File: config.mk
export PLATFORM = sky130hd
export DESIGN_NAME = simproc
export DESIGN_NICKNAME = d
export VERILOG_FILES = /design/src/rtl/simproc.sv
export SDC_FILE = /design/constraint.sdc
export NUM_CORES = 1
export LEC_CHECK = 0
export BUFFER_PORTS_ARGS = -buffer_cell sky130_fd_sc_hd__buf_4
export CAP_MARGIN = 40
export CORE_MARGIN = 2
export CORE_UTILIZATION = 45
export CTS_CLUSTER_SIZE = 28
export DETAILED_ROUTE_END_ITERATION = 16
export RECOVER_POWER = 100
export SLEW_MARGIN = 10
export SYNTH_ARGS = -nofsm -noshare
export SYNTH_HDL_FRONTEND = slang
export SYNTH_SLANG_ARGS = --single-unit
File: constraint.sdc
create_clock -name clk -period 4.9 [get_ports clk]
set_input_delay 0.245 -clock clk [delete_from_list [all_inputs] [get_ports clk]]
set_output_delay 0.245 -clock clk [all_outputs]
set_load 0.05 [all_outputs]
File: src/rtl/simproc.sv
// simproc: multi-cycle 8-bit single-step processor, 4 registers, one shared memory port.
// Build option SIMPROC_AUTORUN_EN: after DONE keep fetching until STOP instead of idling.

module simproc_rf (
    input  logic       clk,
    input  logic       rst,
    input  logic       we,
    input  logic [1:0] wa,
    input  logic [7:0] wd,
    input  logic [1:0] ra_a,
    input  logic [1:0] ra_b,
    output logic [7:0] rd_a,
    output logic [7:0] rd_b
);
    logic [7:0] rf [0:3];

    // NOTE: rf is four plain flip-flop words rather than a RAM, so it carries a reset like any other state.
    always_ff @(posedge clk) begin
        if (rst) begin
            for (int i = 0; i < 4; i++) rf[i] <= '0;
        end else if (we) begin
            rf[wa] <= wd;
        end
    end

    assign rd_a = rf[ra_a];
    assign rd_b = rf[ra_b];
endmodule

module simproc (
    input  logic       clk,
    input  logic       rst,
    input  logic       run,
    input  logic [7:0] pc_set_val,
    input  logic       pc_set_wr,
    input  logic [7:0] mem_dout,
    output logic [7:0] mem_addr,
    output logic [7:0] mem_din,
    output logic       mem_we,
    output logic       halt,
    output logic       done
);
    typedef enum logic [2:0] {
        IDLE   = 3'd0,
        FETCH  = 3'd1,
        DECODE = 3'd2,
        EXEC   = 3'd3,
        MEM    = 3'd4,
        DONE   = 3'd5
    } state_t;

    localparam logic [3:0] OP_LOAD  = 4'b0000;
    localparam logic [3:0] OP_STOP  = 4'b0001;
    localparam logic [3:0] OP_STORE = 4'b0010;
    localparam logic [3:0] OP_SHL   = 4'b0011;
    localparam logic [3:0] OP_ADD   = 4'b0100;
    localparam logic [3:0] OP_BZ    = 4'b0101;
    localparam logic [3:0] OP_SUB   = 4'b0110;
    localparam logic [3:0] OP_NAND  = 4'b1000;
    localparam logic [3:0] OP_BNZ   = 4'b1001;
    localparam logic [3:0] OP_SHR   = 4'b1011;
    localparam logic [3:0] OP_BPZ   = 4'b1101;

    state_t     curr_state;
    logic [7:0] pc;
    logic [7:0] ir;
    logic [7:0] a_reg;
    logic [7:0] b_reg;
    logic       flag_z;
    logic       flag_n;

    logic       is_ori;
    logic       is_load;
    logic       is_store;
    logic       is_stop;
    logic [7:0] alu_res;
    logic       alu_wr;
    logic       br_taken;
    logic [7:0] br_target;

    logic       rf_we;
    logic [1:0] rf_wa;
    logic [7:0] rf_wd;
    logic [1:0] rf_ra_a;
    logic [7:0] rf_rd_a;
    logic [7:0] rf_rd_b;

    // ORI owns every code ending in 111, so it is decoded ahead of the 4-bit opcodes.
    assign is_ori   = (ir[2:0] == 3'b111);
    assign is_load  = (ir[3:0] == OP_LOAD);
    assign is_store = (ir[3:0] == OP_STORE);
    assign is_stop  = (ir[3:0] == OP_STOP);

    // NOTE: combinational blocks assign every output a default first, so no latch can be inferred.
    always_comb begin
        alu_res = '0;
        alu_wr  = 1'b0;
        if (is_ori) begin
            alu_res = a_reg | {3'b000, ir[7:3]};
            alu_wr  = 1'b1;
        end else begin
            case (ir[3:0])
                OP_ADD:  begin alu_res = a_reg + b_reg;       alu_wr = 1'b1; end
                OP_SUB:  begin alu_res = a_reg - b_reg;       alu_wr = 1'b1; end
                OP_NAND: begin alu_res = ~(a_reg & b_reg);    alu_wr = 1'b1; end
                OP_SHL:  begin alu_res = a_reg << b_reg[2:0]; alu_wr = 1'b1; end
                OP_SHR:  begin alu_res = a_reg >> b_reg[2:0]; alu_wr = 1'b1; end
                default: ;
            endcase
        end
    end

    always_comb begin
        br_taken = 1'b0;
        case (ir[3:0])
            OP_BZ:   br_taken = flag_z;
            OP_BNZ:  br_taken = ~flag_z;
            OP_BPZ:  br_taken = ~flag_n;
            default: br_taken = 1'b0;
        endcase
    end

    // PC has already advanced past the branch when the offset is applied.
    assign br_target = pc + {{4{ir[7]}}, ir[7:4]};

    assign rf_ra_a = is_ori ? 2'd1 : ir[7:6];
    assign rf_wa   = is_ori ? 2'd1 : ir[7:6];
    assign rf_we   = ((curr_state == EXEC) && alu_wr) || ((curr_state == MEM) && is_load);
    assign rf_wd   = (curr_state == MEM) ? mem_dout : alu_res;

    simproc_rf RF1 (
        .clk  (clk),
        .rst  (rst),
        .we   (rf_we),
        .wa   (rf_wa),
        .wd   (rf_wd),
        .ra_a (rf_ra_a),
        .ra_b (ir[5:4]),
        .rd_a (rf_rd_a),
        .rd_b (rf_rd_b)
    );

    always_comb begin
        mem_addr = pc;
        mem_din  = '0;
        mem_we   = 1'b0;
        if (curr_state == MEM) begin
            mem_addr = b_reg;
            if (is_store) begin
                mem_din = a_reg;
                mem_we  = 1'b1;
            end
        end
    end

    // NOTE: all state below uses non-blocking assignments so every register samples pre-edge values.
    always_ff @(posedge clk) begin
        if (rst) begin
            curr_state <= IDLE;
            pc         <= '0;
            ir         <= '0;
            a_reg      <= '0;
            b_reg      <= '0;
            flag_z     <= 1'b0;
            flag_n     <= 1'b0;
            halt       <= 1'b0;
            done       <= 1'b0;
        end else begin
            done <= 1'b0;
            case (curr_state)
                IDLE: begin
                    if (pc_set_wr) begin
                        pc   <= pc_set_val;
                        halt <= 1'b0;
                    end else if (run && !halt) begin
                        curr_state <= FETCH;
                    end
                end
                FETCH: begin
                    ir         <= mem_dout;
                    pc         <= pc + 8'd1;
                    curr_state <= DECODE;
                end
                DECODE: begin
                    a_reg      <= rf_rd_a;
                    b_reg      <= rf_rd_b;
                    curr_state <= EXEC;
                end
                EXEC: begin
                    if (alu_wr) begin
                        flag_z <= (alu_res == 8'd0);
                        flag_n <= alu_res[7];
                    end
                    if (!is_ori && br_taken) pc <= br_target;
                    if (!is_ori && is_stop) halt <= 1'b1;
                    if (!is_ori && (is_load || is_store)) begin
                        curr_state <= MEM;
                    end else begin
                        curr_state <= DONE;
                        done       <= 1'b1;
                    end
                end
                MEM: begin
                    curr_state <= DONE;
                    done       <= 1'b1;
                end
                DONE: begin
`ifdef SIMPROC_AUTORUN_EN
                    curr_state <= halt ? IDLE : FETCH;
`else
                    curr_state <= IDLE;
`endif
                end
                default: curr_state <= IDLE;
            endcase
        end
    end
endmodule

==> out/metrics.yaml <==
detailed_routing:
  met1_length_um: 6850
  drt-pass1-iter-count: 5
  via_per_inst: 6.17
  dr.max_layer_used: "met4"
  dr_wl_met3_um: 913
  wl_met2_um: 7380
  wl_um: 15500
  drcViolationCount: 0
  routedWlPerCell_um: 20.6
  drt_iter0_markers: 341
  ant_nets: 0
  num_vias: 4648
timing:
  slew_headroom: 0.133
  final_max_slew_viol_count: 0
  layout_setup_ws_ps: 820
  tns_ps: 0
  fmax_ghz: 0.245
  tightest_slew_ps: 1300
  final.period_utilization: 0.833
  hold_viol: 0
  period_minus_slack_ps: 4080
  report.final.setup_viol: 0
  fin_skew_ps: 5.18
  rsz0062_at_grt: "false"
place:
  post-place-ws_ps: 1240
  placed_cell_area_um2: 5480
  place_congestion: 0.955
  portBuffers: 38
  place_hpwl_um: 11100
synth:
  ys_warn_count: 0
  async_reset_ff_frac: 0
  synth_area_leaders: "edfxtp_1, dfxtp_1, mux4_2"
  ys_types: 71
  synth_enable_flop_cells: 32
  synth_flop_cell: "dfxtp_1"
  synth.cell_area_um2: 5170
  synthCells: 598
  synth_top_area_share: 0.186
  synth_nets: 637
  seq_area_frac_synth: 0.337
  avgSynthCellArea_um2: 8.65
  yosysTopAreaCell: "edfxtp_1"
  ys_seq_elements: 71
global_route:
  grt_pass1_vias: 4441
  grt_max_degree: 45
  grt_pass1_wl_um: 24700
  grt_remaining_overflow: 0
  antenna_found_initial: 0
  grt_usage: 0.255
clock_network:
  clockBufferDepth: 2
  clk_latency_ps: 340
  cts_inserted_buffers: 9
  cts_sinks: 71
  postCtsHoldBufs: 0
  cts_tree: "built"
  cts.repair.resized: 0
  clk_pin_slew_ps: 60
  cts_max_level: 3
  cts_root_buf: "clkbuf_16"
  post_cts_buffers: 0
die:
  die_x_um: 111
  core_um2: 11300
  die-area_um2: 12400
  start_util: 0.457
  pin_count: 39
  fp-row-count: 39
  die_y_um: 111
setup_path:
  critPathMaxStageDelay_ps: 620
  reg2reg_from: "ir[2]$_SDFFE_PP0N_"
  reg2reg_depth: 12
  slowest_stage: "a22oi_1"
  critPathCaptureType: "register"
  r2r_slack_ps: 820
  crit_chain: "nor3b_1, and2_0, mux2_1, inv_1, ha_1, nor2b_1, o2111ai_1, nand3_1, o211ai_1, xnor2_1, a22oi_1, a211oi_1"
  crit_required_ps: 4960
  cp-start-kind: "register"
  timing.rr.end: "RF1.rf[0][7]$_SDFFCE_PN0P_"
  crit_arrival_ps: 4140
  critPathTopFamily: "simple AND/OR/NAND/NOR gates"
  cp_num_buf_inv: 1
  criticalPathCategory: "register to register"
  crit_fanout: 17
min_path:
  min_path_type: "input pin to register"
  holdPathEnd: "ir[5]$_SDFFE_PP0N_"
  min_delay_path_depth: 3
  hp-start: "mem_dout[5]"
finish:
  final_area_um2: 5660
  finish.net_count: 644
  largest_reg_flops: 32
  top_register: "RF1.rf"
  drive_above_1_share: 0.120
  n_antenna_cell: 0
  fin_util: 0.500
  syn2layout_area_growth_pct: 9.48
power:
  ir_drop_mv: 0.204
  leakagePower_nw: 2.01
  p_total_mw: 1.75
  powerDensity_nw_per_um2: 308
outcome:
  outcome: "completed"
job:
  cap_violations: 0
-- per-stage QoR --
step	hold slack, ps	cells
floorplan	381	598
global placement	495	736
detailed placement	512	737
CTS	157	753
global route	177	753
finish	165	753
-- synthesized netlist by cell type, drive strengths merged, types with 10 or more instances --
master / n
dfxtp: 39
nand2: 76
o21ai: 28
nor2: 67
clkbuf: 32
buf: 19
a21oi: 55
mux4: 18
nor3: 13
and2: 11
xnor2: 10
mux2i: 17
nand2b: 14
a211oi: 15
edfxtp: 32
inv: 21
ha: 17
-- worst reg2reg max path: cells and delay by family (launching register included) --
family	cells	cell delay [ps]
AOI/OAI and AO/OA	4	1170
xor gates and xnor gates	1	120
adders and majority gates	1	220
buffers and inverters	1	70
DFF	1	610
muxes	1	410
and+or+nand+nor	4	1200
-- cell type report --
cell class,instances,area [µm²]
Multi-Input combinational cell,455,3110
Tap cell,143,179
Fill cell,1130,5660
Inverter,21,78.8
Timing Repair Buffer,47,278
Sequential cell,71,1740
Clock inverter,7,55.1
Clock buffer,9,225
-- placed cells by master (no fill, tap or decap), types with 14 or more instances in the layout --
| master | n |
|---|---|
| inv_1 | 21 |
| dfxtp_1 | 39 |
| a21oi_1 | 55 |
| mux4_2 | 17 |
| o21ai_0 | 28 |
| nand2_1 | 76 |
| nand2b_1 | 14 |
| buf_4 | 27 |
| mux2i_1 | 17 |
| clkbuf_1 | 20 |
| a211oi_1 | 14 |
| nor2_1 | 67 |
| edfxtp_1 | 32 |
| ha_1 | 17 |
-- power breakdown --
| part | internal, mW | total [mW] | switching (mW) |
|---|---|---|---|
| Sequential | 0.652 | 0.711 | 0.0593 |
| Clock | 0.349 | 0.626 | 0.277 |
| Combinational | 0.166 | 0.409 | 0.243 |
-- metal layers --
metal | vias up | track usage
met5 | - | 0
met4 | 0 | 0.0856
met3 | 21 | 0.0350
met2 | 179 | 0.410
met1 | 2265 | 0.355
li1 | 2183 | -
-- worst max path at each step --
stage / from / to / slack, ps / cells after the start
floorplan: ir[3]$_SDFFE_PP0N_ / RF1.rf[1][3]$_SDFFCE_PN0P_ / 1870 / 14
global placement: ir[2]$_SDFFE_PP0N_ / RF1.rf[0][3]$_SDFFCE_PN0P_ / 1220 / 12
detailed placement: ir[2]$_SDFFE_PP0N_ / RF1.rf[2][3]$_SDFFCE_PN0P_ / 1240 / 12
CTS: ir[2]$_SDFFE_PP0N_ / RF1.rf[2][3]$_SDFFCE_PN0P_ / 1190 / 12
global route: ir[2]$_SDFFE_PP0N_ / RF1.rf[2][3]$_SDFFCE_PN0P_ / 580 / 12
finish: ir[2]$_SDFFE_PP0N_ / RF1.rf[0][7]$_SDFFCE_PN0P_ / 820 / 12
-- cell families after synthesis --
logic type / Yosys count / synth area share
buffers and inverters: 72 / 0.0578
adders and majority gates: 19 / 0.0489
AOI/OAI and AO/OA: 151 / 0.190
DFF: 71 / 0.337
xor gates and xnor gates: 14 / 0.0237
and+or+nand+nor: 227 / 0.211
muxes: 44 / 0.132
No activity file was read; power rests on OpenSTA's default activity.
